$ cat config.mk
export PLATFORM = sky130hd
export DESIGN_NAME = mem_arbiter
export DESIGN_NICKNAME = d
export VERILOG_FILES = /design/src/rtl/mem_arbiter.sv
export SDC_FILE = /design/constraint.sdc
export NUM_CORES = 1
export LEC_CHECK = 0
export ABC_AREA = 1
export ABC_CLOCK_PERIOD_IN_PS = 2100
export BUFFER_PORTS_ARGS = -buffer_cell sky130_fd_sc_hd__buf_2
export CAP_MARGIN = 10
export CELL_PAD_IN_SITES_DETAIL_PLACEMENT = 1
export CELL_PAD_IN_SITES_GLOBAL_PLACEMENT = 1
export CORE_MARGIN = 2
export CORE_UTILIZATION = 32
export DETAILED_ROUTE_END_ITERATION = 12
export MAX_ROUTING_LAYER = met4
export PLACE_DENSITY_LB_ADDON = 0.2
export SLEW_MARGIN = 15
export SYNTH_ARGS = -nofsm -noshare
export SYNTH_HDL_FRONTEND = slang
export SYNTH_SLANG_ARGS = --single-unit
$ cat constraint.sdc
create_clock -name clk -period 2.1 [get_ports clk]
set_clock_uncertainty 0.1 [all_clocks]
set_input_delay 0.315 -clock clk [delete_from_list [all_inputs] [get_ports clk]]
set_output_delay 0.315 -clock clk [all_outputs]
set_load 0.02 [all_outputs]
$ cat src/rtl/mem_arbiter.sv
// mem_arbiter: shares one single-ported memory between the rv32i fetch port
// and its load/store port. Round-robin on contention, one access in flight,
// watchdog abort after TIMEOUT cycles without an acknowledge.
module mem_arbiter #(
  parameter int unsigned TIMEOUT  = 255,
  parameter logic [31:0] ERR_DATA = 32'hDEADBEEF
) (
  input  logic        clk,
  input  logic        rst_n,
  // instruction fetch side
  input  logic [31:0] i_addr,
  input  logic        i_rstrb,
  output logic [31:0] i_rdata,
  output logic        i_rbusy,
  // load/store side
  input  logic [31:0] d_addr,
  input  logic [31:0] d_wdata,
  input  logic [3:0]  d_wmask,
  input  logic        d_wstrb,
  input  logic        d_rstrb,
  output logic [31:0] d_rdata,
  output logic        d_rbusy,
  output logic        d_wbusy,
  // downstream bus
  output logic        mem_req,
  output logic        mem_we,
  output logic [31:0] mem_addr,
  output logic [31:0] mem_wdata,
  output logic [3:0]  mem_wmask,
  input  logic        mem_ack,
  input  logic [31:0] mem_rdata,
  // error reporting
  output logic        bus_err,
  input  logic        err_clr
);

  // The counter only has to reach TIMEOUT-1 before the abort decision.
  localparam int CNT_W = (TIMEOUT < 2) ? 1 : $clog2(TIMEOUT);
  localparam logic [CNT_W-1:0] CNT_LAST = CNT_W'(TIMEOUT - 1);

  localparam logic OWN_I = 1'b0;
  localparam logic OWN_D = 1'b1;

  typedef enum logic [1:0] {
    IDLE  = 2'd0,
    ISSUE = 2'd1,
    RESP  = 2'd2
  } state_t;

  state_t             state_q, state_d;
  logic               owner_q, owner_d;
  logic               last_grant_q, last_grant_d;
  logic               we_q, we_d;
  logic [31:0]        addr_q, addr_d;
  logic [31:0]        wdata_q, wdata_d;
  logic [3:0]         wmask_q, wmask_d;
  logic [31:0]        rdata_q, rdata_d;
  logic [CNT_W-1:0]   cnt_q, cnt_d;
  logic               bus_err_q, bus_err_d;

  logic               i_pend;
  logic               d_pend;
  logic               grant;
  logic [31:0]        sel_addr;
  logic               err_set;

  assign i_pend = i_rstrb;
  assign d_pend = d_rstrb | d_wstrb;

  // State and latched transaction registers; everything clears on reset.
  always_ff @(posedge clk or negedge rst_n) begin
    if (!rst_n) begin
      state_q      <= IDLE;
      owner_q      <= OWN_I;
      last_grant_q <= OWN_I;
      we_q         <= 1'b0;
      addr_q       <= '0;
      wdata_q      <= '0;
      wmask_q      <= '0;
      rdata_q      <= '0;
      cnt_q        <= '0;
      bus_err_q    <= 1'b0;
    end else begin
      state_q      <= state_d;
      owner_q      <= owner_d;
      last_grant_q <= last_grant_d;
      we_q         <= we_d;
      addr_q       <= addr_d;
      wdata_q      <= wdata_d;
      wmask_q      <= wmask_d;
      rdata_q      <= rdata_d;
      cnt_q        <= cnt_d;
      bus_err_q    <= bus_err_d;
    end
  end

  // Arbitration, issue/timeout sequencing and response capture.
  always_comb begin
    state_d      = state_q;
    owner_d      = owner_q;
    last_grant_d = last_grant_q;
    we_d         = we_q;
    addr_d       = addr_q;
    wdata_d      = wdata_q;
    wmask_d      = wmask_q;
    rdata_d      = rdata_q;
    cnt_d        = cnt_q;
    err_set      = 1'b0;
    grant        = OWN_I;
    sel_addr     = i_addr;

    case (state_q)
      IDLE: begin
        // On a tie the port that was not served last wins.
        if (i_pend && d_pend) begin
          grant = (last_grant_q == OWN_I) ? OWN_D : OWN_I;
        end else begin
          grant = d_pend ? OWN_D : OWN_I;
        end
        sel_addr = (grant == OWN_D) ? d_addr : i_addr;
        if (i_pend || d_pend) begin
          owner_d = grant;
          // Both load and store strobes together is treated as a store.
          we_d    = (grant == OWN_D) && d_wstrb;
          addr_d  = sel_addr & 32'hFFFF_FFFC;
          wdata_d = we_d ? d_wdata : 32'h0;
          wmask_d = we_d ? d_wmask : 4'b0000;
          cnt_d   = '0;
          state_d = ISSUE;
        end
      end
      ISSUE: begin
        // An ack in the final watchdog cycle still counts as a completion.
        if (mem_ack) begin
          if (!we_q) begin
            rdata_d = mem_rdata;
          end
          last_grant_d = owner_q;
          state_d      = RESP;
        end else if (cnt_q == CNT_LAST) begin
          rdata_d = ERR_DATA;
          err_set = 1'b1;
          state_d = RESP;
        end else begin
          cnt_d = cnt_q + CNT_W'(1);
        end
      end
      RESP: begin
        state_d = IDLE;
      end
      default: begin
        state_d = IDLE;
      end
    endcase

    // A timeout in the same cycle as a clear leaves the flag set.
    bus_err_d = bus_err_q;
    if (err_clr) begin
      bus_err_d = 1'b0;
    end
    if (err_set) begin
      bus_err_d = 1'b1;
    end
  end

  assign mem_req   = (state_q == ISSUE);
  assign mem_we    = we_q;
  assign mem_addr  = addr_q;
  assign mem_wdata = wdata_q;
  assign mem_wmask = wmask_q;
  assign bus_err   = bus_err_q;

  assign i_rdata = rdata_q;
  assign d_rdata = rdata_q;

  // Busy is released only for the owner during its response cycle.
  assign i_rbusy = i_rstrb && !((state_q == RESP) && (owner_q == OWN_I));
  assign d_rbusy = d_rstrb && !((state_q == RESP) && (owner_q == OWN_D) && !we_q);
  assign d_wbusy = d_wstrb && !((state_q == RESP) && (owner_q == OWN_D) && we_q);

endmodule

; ---- After elaboration in Yosys (flattened, before gate mapping)
; Cells that the tools add are included.
[classes]
n_addsub = 1
eq_ne = 8
n_mux = 23
bitwise = 2
n_reduce_logical = 23
[ops]
columns = op, n
row1 = two-way mux 32 bit, 5
row2 = two-way mux 8 bit, 3
row3 = case mux 8 bit (2 select lines), 1
row4 = logical AND 1 bit, 9
row5 = two-way mux 1 bit, 9
row6 = adder 8 x 1 -> 8 bit (second input constant), 1
row7 = == test 8 bit (second input constant), 1
row8 = != test 2 bit (second input constant), 4
row9 = two-way mux 2 bit, 3
row10 = AND reduction 2 bit, 3
row11 = nonzero test 2 bit, 3
row12 = logical NOT 1 bit, 4
row13 = two-way mux 4 bit, 1
row14 = case mux 2 bit (2 select lines), 1
row15 = AND reduction 4 bit, 1
row16 = != test 3 x 1 -> 1 bit (second input constant), 1
row17 = AND reduction 3 bit, 1
row18 = == test 2 x 1 -> 1 bit (second input constant), 1
row19 = == test 2 bit (second input constant), 1
row20 = logical NOT 2 bit, 1
row21 = logical OR 1 bit, 1
row22 = NOT 1 bit, 1
row23 = OR 1 bit, 1
[totals]
ff_bits = 112
input_bits = 139
out_inout_bits = 138
wordCells = 67

; ---- Longest topological paths before layout
[depth]
ltp_word = 6
mapped_depth = 10
mapped_depth_nobuf = 9

; ---- Least setup slack after synthesis
; OpenSTA, ideal clock, no wires.
[synth_path]
path_kind = reg2reg
start = reg cnt_q[0]
end = reg rdata_q[12], in the netlist d_rdata[12]
setup_time_ns = 0.116
arrival_time_ns = 1.305
required_ns = 1.884
setup_slack_ns = 0.579
path_stages_with_launch = 11
cell_sequence = dfrtp_1 > inv_1 > ha_1 > nand2_1 > nor2_1 > nand2_2 > nand2_2 > nand3_4 > buf_6 > nand2_1 > nand2_1
[synth_between]
elab_chain_len = 3
[synth_rtl]
columns = element, line
row1 = from (decl), 58  ; logic [CNT_W-1:0] cnt_q, cnt_d;
row2 = from (signal assigned), 92  ; cnt_q <= cnt_d;
row3 = == test 8 bit, 140  ; end else if (cnt_q == CNT_LAST) begin
row4 = nonzero test 2 bit (no source line), n/a
row5 = AND reduction 3 bit (no source line), n/a
row6 = to (signal assigned), 91  ; rdata_q <= rdata_d;
row7 = to (decl), 57  ; logic [31:0] rdata_q, rdata_d;
; No other way between the ends.
; A chain may end at the register's enable or synchronous reset.

; ---- Worst setup path after layout
[layout_path]
start = reg we_q, in the netlist mem_we
end = out d_wbusy
[layout_between]
elab_chain_len = 3
[layout_rtl]
columns = element, line
row1 = from (decl), 53  ; logic we_q, we_d;
row2 = from (signal assigned), 87  ; we_q <= we_d;
row3 = logical AND 1 bit, 179  ; assign d_wbusy = d_wstrb && !((state_q == RESP) && (owner_q == OWN_D) && we_q);
row4 = logical NOT 1 bit, 179
row5 = logical AND 1 bit, 179
row6 = to (decl), 23  ; output logic d_wbusy,
; No other way between the ends.

==> qor.yml <==
hold_start: "err_clr"
clock-sinks: 112
fill_cells: 2008
synth-seq-cells: 112
crit_top_cell: "inv_1"
syn_to_final_growth_pct: 31.5
place.gp.congestion: 0.779
crit_start: "mem_we$_DFFE_PN0P_"
status: "completed"
hold_slack_ps: 58.4
drt-initial-drc-count: 167
yosysUniqueCellTypes: 24
grt_antenna_before_repair: 0
syn_inst: 620
finalCritPeriodShare_pct: 91.8
period_needed_ps: 1930
via_per_inst: 4.58
grt_setup_unrepaired: "no"
portBuffers: 270
max_clock_freq_ghz: 0.519
p_leak_nw: 3.84
core_um2: 15900
grt_pass1_wl_um: 27200
power_w: 0.0109
avgSynthCellArea_um2: 8.45
fin_tns_setup_ps: 0
crit_type: "flip-flop to output port"
hpwl_um: 12400
synth_edf_count: 0
die-width_um: 132
ctsRootBufferMaster: "clkbuf_16"
fin_util_pct: 43.2
cp.required_ps: 1680
path_clk_slew_ps: 70
finalSetupViolCount: 0
drcViolationCount: 0
cp_data_arrival_time_ps: 1510
ys_seq_area_share_pct: 53.5
synth.area.top_cells: "dfrtp_1 53%, nand2_1 13%, a21oi_1 5.7%"
peakVddDrop_mv: 0.626
clk_latency_ps: 350
cts_buffers: 9
power.density_nw_per_um2: 1590
yosys.area.top_type: "dfrtp_1"
yosysMostFrequentCell: "nand2_1"
synth_top_area_share_pct: 53.5
crit_path_cell_trace: "inv_1, o21ai_0, inv_1, buf_2"
ff2ff_setup_slack_ps: 270
dieArea_um2: 17400
wl_per_cell_um: 15.7
synth_ff_type: "dfrtp_1"
wirelength_um: 16700
io_pins: 277
crit_path_top_delay_cell: "dfrtp_1"
nets: 989
hp-class: "input port to flip-flop"
die_h_um: 132
hold_violations: 0
ys.warnings.count: 0
finalMaxSlewViolations: 0
async_flop_share_pct: 100
std_cell_rows: 46
setup_ws_ps: 172
synthTopCellsByCount: "184 x nand2_1, 112 x dfrtp_1, 60 x a21oi_1, 48 x inv_1, 43 x o21ai_0"
dr.pass1.iters: 4
cp-start-kind: "flip-flop"
maxCapViolations: 0
track_usage_pct: 20.0
ant_nets: 0
cp_max_fo: 11
drive_gt1_share_pct: 39.4
grt_pass1_vias: 5339
post_cts_buffers: 0
endpoint_kind: "output port"
overflow: 0
regToRegStartpoint: "cnt_q[0]$_DFFE_PN0P_"
grt_start_max_net_pins: 43
netlist_area_um2: 5240
via_count: 4900
cts_tree: "done"
cts_buffer_depth: 2
dp_slack_ps: 201
cpPeakStageDelay_ps: 430
htreeDepth: 3
initial_core_util_pct: 32.9
==> logic make-up (layout without fill, tap and decap cells) <==
family	after synthesis	in the layout	share of synthesized area, %
AND/OR/NAND/NOR	276	276	22.8
buffers and inverters	117	348	12.2
flip-flops	112	112	53.5
AO/OA/AOI/OAI	109	109	10.5
XOR/XNOR	3	3	0.502
adder cells (fa/ha/maj)	2	2	0.478
other	1	3	0.0716
==> placed cells by master (no fill, tap or decap), types with 2 or more instances in the layout <==
master      count
inv_1          48
nor2_4          3
nor2_1         35
conb_1          2
nand2_1       182
ha_1            2
xor2_1          3
nand3_1        12
bufinv_16       3
inv_2           4
nand4_1         8
buf_2         269
buf_12          2
o21ai_1         4
a21oi_1        60
o21ai_0        43
clkinvlp_4      2
or2_1           3
or2_2          22
clkbuf_16       9
dfrtp_1       112
nand2_2         8
buf_4           9
==> critical path: cells and delay by family, from the launching register on <==
| kind | cells | cell delay [ps] |
|---|---|---|
| compound gates | 1 | 170 |
| buf+inv | 3 | 560 |
| flops | 1 | 430 |
==> power breakdown <==
group / internal (W) / switching (W)
clock network: 0.00119 / 0.000822
registers: 0.00311 / 0.000600
logic: 0.00162 / 0.00359
total: 0.00592 / 0.00501
==> timing repair <==
item / in CTS / in global routing
hold endpoints to repair: 30 / 0
endpoints found under the setup margin: 0 / 2
resized for setup: 0 / 2
hold buffers: 1 / 0
==> flip-flops by register name, summed over array words and instances, names as in the netlist <==
| register | flops |
|---|---|
| mem_addr | 30 |
| bus_err | 1 |
| cnt_q | 8 |
| owner_q | 1 |
| mem_wdata | 32 |
| mem_wmask | 4 |
| state_q | 2 |
| d_rdata | 32 |
| last_grant_q | 1 |
| mem_we | 1 |
==> metrics by stage <==
stage | instance area [um^2] | std cells
6_report | 6890 | 1069
5_1_grt | 6890 | 1068
4_1_cts | 6880 | 1068
3_5_place_dp | 6530 | 1052
3_3_place_gp | 6530 | 1052
2_1_floorplan | 5240 | 621
==> path summary, 6_finish.rpt <==
path,to,cells past startpoint
max,d_wbusy,4
min,bus_err$_DFFE_PN0P_,2
max reg2reg,d_rdata[25]$_DFFE_PN0P_,9
min reg2reg,mem_wdata[0]$_DFFE_PN0P_,2
max in group asynchronous,mem_addr[21]$_DFFE_PN0P_,3
min in group asynchronous,d_rdata[0]$_DFFE_PN0P_,2
==> layout make-up <==
type                       instances  area [um^2]  share of cell area (%)
clock buffer                      10          239                    3.47
inverter                          52          195                    2.83
timing repair buffer             281         1460                    21.2
clock inverter                     5          105                    1.53
sequential                       112         2800                    40.7
multi-input combinational        392         1810                    26.3
antenna                            1         2.50                  0.0363
tap                              216          270                    3.92
==> per-layer routing <==
| layer | vias to the layer above | part of all wire (%) | GRT usage, % | wire (um) |
|---|---|---|---|---|
| li1 | 2358 | - | - | - |
| met1 | 2315 | 43 | 23.3 | 7160 |
| met2 | 200 | 48 | 32.9 | 7980 |
| met3 | 27 | 6.9 | 5.38 | 1160 |
| met4 | 0 | 2.6 | 7.79 | 438 |
| met5 | - | 0 | - | 0 |
Power figures use the tool's default switching activity.
